<file path="src/rtl/mips16_pkg.sv">
// Shared definitions for the mips16 fetch front end: default widths and the
// program-counter sequencer state encoding.
package mips16_pkg;

   localparam int unsigned PC_W_DEFAULT  = 10;
   localparam int unsigned IMM_W_DEFAULT = 7;

   typedef logic [1:0] seq_state_t;

   localparam seq_state_t ST_RUN   = 2'd0;
   localparam seq_state_t ST_FLUSH = 2'd1;
   localparam seq_state_t ST_HALT  = 2'd2;

endpackage

</file>
<file path="src/rtl/branch_address.sv">
// PC-relative branch target: pc + sign_extend(immediate), wrapping modulo 2^PC_W.
module branch_address
   import mips16_pkg::*;
#(
   parameter int unsigned PC_W  = PC_W_DEFAULT,
   parameter int unsigned IMM_W = IMM_W_DEFAULT
) (
   input  logic [PC_W-1:0]  pc,
   input  logic [IMM_W-1:0] immediate,
   output logic [PC_W-1:0]  branch_address
);

   logic [PC_W-1:0] imm_ext;

   // Sign-extend the offset to PC width; the add then drops any carry-out.
   always_comb begin
      imm_ext        = PC_W'($signed(immediate));
      branch_address = pc + imm_ext;
   end

endmodule

</file>
<file path="src/rtl/pc_sequencer.sv">
// Program-counter sequencer: sequential fetch, branch/jump redirect with a
// one-cycle flush, stall hold, and halt/resume. All outputs come from flops.
module pc_sequencer
   import mips16_pkg::*;
#(
   parameter int unsigned     PC_W     = PC_W_DEFAULT,
   parameter int unsigned     IMM_W    = IMM_W_DEFAULT,
   parameter logic [PC_W-1:0] RESET_PC = '0
) (
   input  logic             clk,
   input  logic             rst,
   input  logic             stall,
   input  logic             branch_taken,
   input  logic [PC_W-1:0]  branch_pc,
   input  logic [IMM_W-1:0] branch_imm,
   input  logic             jump,
   input  logic [PC_W-1:0]  jump_target,
   input  logic             halt,
   input  logic             resume,
   output logic [PC_W-1:0]  pc,
   output logic             fetch_valid,
   output logic             flush,
   output logic             halted
);

   seq_state_t      state_q, state_d;
   logic [PC_W-1:0] pc_q, pc_d;
   logic            fetch_valid_q, fetch_valid_d;
   logic            flush_q, flush_d;
   logic            halted_q, halted_d;
   // Set by reset: the first advancing edge validates RESET_PC instead of
   // stepping past it.
   logic            boot_q, boot_d;

   logic [PC_W-1:0] br_target;
   logic [PC_W-1:0] pc_inc;
   logic [PC_W-1:0] redirect_pc;
   logic            redirect;

   branch_address #(
      .PC_W  (PC_W),
      .IMM_W (IMM_W)
   ) u_branch_address (
      .pc             (branch_pc),
      .immediate      (branch_imm),
      .branch_address (br_target)
   );

   // Redirect selection: a taken branch wins over a jump in the same cycle.
   always_comb begin
      redirect    = branch_taken | jump;
      redirect_pc = branch_taken ? br_target : jump_target;
      pc_inc      = pc_q + PC_W'(1);
   end

   // Next-state logic: redirect > halt > stall > sequential increment.
   always_comb begin
      state_d       = state_q;
      pc_d          = pc_q;
      fetch_valid_d = 1'b0;
      flush_d       = 1'b0;
      halted_d      = 1'b0;
      boot_d        = boot_q;

      case (state_q)
         ST_RUN, ST_FLUSH: begin
            if (redirect) begin
               pc_d    = redirect_pc;
               flush_d = 1'b1;
               state_d = ST_FLUSH;
               boot_d  = 1'b0;
            end else if ((state_q == ST_RUN) && halt) begin
               state_d  = ST_HALT;
               halted_d = 1'b1;
               boot_d   = 1'b0;
            end else if (stall) begin
               state_d = ST_RUN;
            end else begin
               pc_d          = boot_q ? pc_q : pc_inc;
               fetch_valid_d = 1'b1;
               state_d       = ST_RUN;
               boot_d        = 1'b0;
            end
         end
         ST_HALT: begin
            if (resume) begin
               pc_d          = pc_inc;
               fetch_valid_d = 1'b1;
               state_d       = ST_RUN;
            end else begin
               halted_d = 1'b1;
            end
         end
         default: begin
            state_d = ST_RUN;
         end
      endcase
   end

   // State and output registers; reset takes effect without a clock edge.
   always_ff @(posedge clk or posedge rst) begin
      if (rst) begin
         state_q       <= ST_RUN;
         pc_q          <= RESET_PC;
         fetch_valid_q <= 1'b0;
         flush_q       <= 1'b0;
         halted_q      <= 1'b0;
         boot_q        <= 1'b1;
      end else begin
         state_q       <= state_d;
         pc_q          <= pc_d;
         fetch_valid_q <= fetch_valid_d;
         flush_q       <= flush_d;
         halted_q      <= halted_d;
         boot_q        <= boot_d;
      end
   end

   assign pc          = pc_q;
   assign fetch_valid = fetch_valid_q;
   assign flush       = flush_q;
   assign halted      = halted_q;

endmodule

</file>
<file path="config.mk">
export PLATFORM = sky130hd
export DESIGN_NAME = pc_sequencer
export DESIGN_NICKNAME = d
export VERILOG_FILES = /design/src/rtl/mips16_pkg.sv /design/src/rtl/branch_address.sv /design/src/rtl/pc_sequencer.sv
export SDC_FILE = /design/constraint.sdc
export NUM_CORES = 1
export LEC_CHECK = 0
export ABC_AREA = 0
export BUFFER_PORTS_ARGS = -buffer_cell sky130_fd_sc_hd__buf_2
export CORE_ASPECT_RATIO = 0.9
export CORE_MARGIN = 3
export CORE_UTILIZATION = 54
export DETAILED_ROUTE_END_ITERATION = 6
export MAX_ROUTING_LAYER = met4
export PLACE_DENSITY = 0.84
export SYNTH_ARGS = -nofsm -noshare
export SYNTH_HDL_FRONTEND = slang
export SYNTH_SLANG_ARGS = --single-unit
</file>
<file path="constraint.sdc">
create_clock -name clk -period 3.95 [get_ports clk]
set_input_delay 0.9875 -clock clk [delete_from_list [all_inputs] [get_ports clk]]
set_output_delay 0.9875 -clock clk [all_outputs]
set_load 0.05 [all_outputs]
</file>
==> summary.md <==
| Metric | Value |
|---|---|
| Worst-path clk slew | 0.10 ns |
| RSZ-0062 raised after global routing | no |
| Number of synthesized flops with an enable pin | 0 |
| Rel. slew slack | 0.594 |
| Critical Path End | pc[6] |
| Required @ worst endpoint | 4.14 ns |
| Clock buffer count from CTS | 3 |
| Setup Crit Path Kind | input port to flip-flop |
| Die width | 60.2 um |
| Clock skew | 0.00148 ns |
| Async SR Flop Fraction | 1.00 |
| Tmin final | 2.56 ns |
| R2R Setup Slk | 1.85 ns |
| Nets@finish | 256 |
| Crit path from | branch_pc[0] |
| First-pass DRT Iterations | 4 |
| Sequential fraction of the synthesis area | 0.281 |
| Number of global-route vias before repair | 1279 |
| Power Dens Cells | 364 nW/um2 |
| Critical R2R Launch | state_q[1] |
| Endpoints failing hold | 0 |
| Hold depth | 1 |
| Endpoints failing setup | 0 |
| Top-level I/O count | 47 |
| Largest fanout on the critical path | 3 |
| Top FF cell, synth | dfrtp_1 |
| Die height | 54.8 um |
| P_int | 340 uW |
| Yosys warning count | 0 |
| Setup TNS | 0 ns |
| WL/cell | 15.2 um |
| Routed WL | 3.62 mm |
| Worst hold path class | flip-flop to flip-flop |
| Startpoint types | input port |
| I/O Buffers | 46 |
| Fmax achieved | 391 MHz |
| Core Util, Final | 0.680 |
| GRT Total Usage | 0.226 |
| Clock Latency Late Sink | 0.29 ns |
| Vias after detailed routing | 1485 |
| DP HPWL | 2.86 mm |
| Mean Syn Cell Area | 8.65 um2 |
| Max VDD drop | 0.000348 V |
| Initial Util | 0.574 |
| Status | finished clean |
| Largest net degree at the start of global routing | 23 |
| CP Data Arrival Time | 2.75 ns |
| GRT Residual Overflow | 0 |
| Number of diodes | 0 |
| Area growth, synth to finish | 18.6% |
| Most frequent cells in the layout | buf_2 (46), dfrtp_1 (15), nor2_1 (12) |
| Commonest non-fill, non-tap cell in the layout | buf_2 |
| Row count | 17 |
| R2R depth | 5 |
| ANT nets after route | 0 |
| CTS Sinks | 16 |
| Least-Margin Pin Slew | 0.608 ns |
| Share of power burned in registers | 0.360 |
| Hold Buf Count CTS | 0 |
| Synth Register Bits | 16 |
| Initial antenna violation count | 0 |
| Crit end category | flip-flop |
| Iter 0 DRT Violations | 32 |
| CTS tree | yes |
| Synth unique cells | 50 |
| Ratio of cells with drive above 1 in the final layout | 0.271 |
| Logic pwr share | 0.459 |
| DP Area | 1660 um2 |
| Die area | 3300 um2 |
| CTS H-tree depth | 1 |
| Routed vias/inst | 6.24 |
| GP Congestion | 0.933 |
| Worst r2r dst | pc[8] |
| Setup bufs post-CTS | 0 |
| Pleak | 0.000804 uW |
| Bufs on Longest Clock Path | 2 |
| Net Sw Frac | 0.450 |
| Syn Inst Count | 165 |
| Root buf cell | clkbuf_4 |
| Final Cell Area | 1690 um2 |
| Core ar. | 2490 um2 |
| Post-CTS sizing | 0 |
| Switch Pwr | 277 uW |
| Pwr Total | 617 uW |
| Layout fillers | 218 |
| Synthesized area | 1430 um2 |
| Clock share of power | 0.181 |
| Max-Cap Viols | 0 |
| Fin. max-slew vios | 0 |
| Final period util | 0.648 |
| DRC violations left | 0 |
| First-pass GRT wire length | 5.52 mm |
| Syn_nets | 210 |
-- power groups by stage --
stage / clock network, uW / logic, uW / registers [uW]
2_1_floorplan: 0 / 127 / 302
3_3_place_gp: 0 / 276 / 221
3_5_place_dp: 0 / 281 / 224
4_1_cts: 109 / 283 / 220
5_1_grt: 115 / 307 / 225
6_report: 111 / 283 / 222
-- worst min path at each step --
stage | from | to | slack, ns
2_1_floorplan | boot_q | boot_q | 0.47
5_1_grt | boot_q | boot_q | 0.50
3_5_place_dp | boot_q | boot_q | 0.48
3_3_place_gp | boot_q | boot_q | 0.47
6_report | boot_q | boot_q | 0.49
4_1_cts | boot_q | boot_q | 0.49
-- Yosys cell counts (2+ instances only) --
cell	count	area, um2
and3_1	2	12.5
ha_1	10	125
buf_2	2	10.0
o21ba_2	2	20.0
o21bai_1	4	30.0
dfrtp_1	15	375
a21oi_1	9	45.0
nor4_1	2	12.5
a21o_1	6	45.0
nand2_1	10	37.5
nor2_1	12	45.0
buf_6	2	22.5
o211ai_1	2	15.0
nor2b_1	5	31.3
and2_1	2	12.5
nand3_1	8	40.0
inv_1	8	30.0
o21ai_0	11	55.1
a31oi_1	4	25.0
and4_1	2	17.5
a211oi_1	8	60.1
mux2i_1	3	30.0
xnor2_1	4	35.0
nand4_1	2	12.5
nand2b_1	2	12.5
nor3_1	3	15.0
o31a_1	2	17.5
-- kinds of logic (layout without fill, tap and decap cells) --
family	Yosys count	in the layout	synth area share
simple gates	55	55	0.200
compound gates	63	63	0.325
flops	16	16	0.281
buf+inv	13	58	0.0464
mux	3	3	0.0210
fa+ha+maj	11	11	0.102
xor+xnor	4	4	0.0245
-- registers in the layout, indices dropped and copies added, names as in the netlist --
| register | count |
|---|---|
| state_q | 2 |
| flush | 1 |
| fetch_valid | 1 |
| pc | 10 |
| halted | 1 |
| boot_q | 1 |
-- metrics by stage --
| stage | instances | setup slack (ns) | hold WS, ns |
|---|---|---|---|
| 3_3_place_gp | 234 | 1.12 | 0.475 |
| 3_5_place_dp | 234 | 1.09 | 0.479 |
| 2_1_floorplan | 165 | 1.32 | 0.466 |
| 6_report | 238 | 1.39 | 0.493 |
| 5_1_grt | 238 | 1.20 | 0.503 |
| 4_1_cts | 238 | 1.38 | 0.493 |
-- metal layers --
layer,track usage,vias to the layer above,routed length [um]
met4,0.0554,0,50
met3,0.0259,9,205
met5,-,-,0
li1,-,731,-
met2,0.374,62,1780
met1,0.294,683,1590
-- layout make-up --
class | count | area (um2) | area share
clock buffer | 4 | 36.3 | 0.0214
inverter | 8 | 30.0 | 0.0177
multi-input combinational | 136 | 960 | 0.567
sequential | 16 | 402 | 0.237
tap | 28 | 35.0 | 0.0207
timing repair buffer | 46 | 230 | 0.136
-- worst max-delay path: stages --
cell and delay, ns:
buf_2 0.10, ha_1 0.23, fa_1 0.43, a211oi_1 0.38, o21bai_1 0.12, a21oi_1 0.18, xnor2_1 0.08, o221a_2 0.24
(Power assumes the default switching activity.)
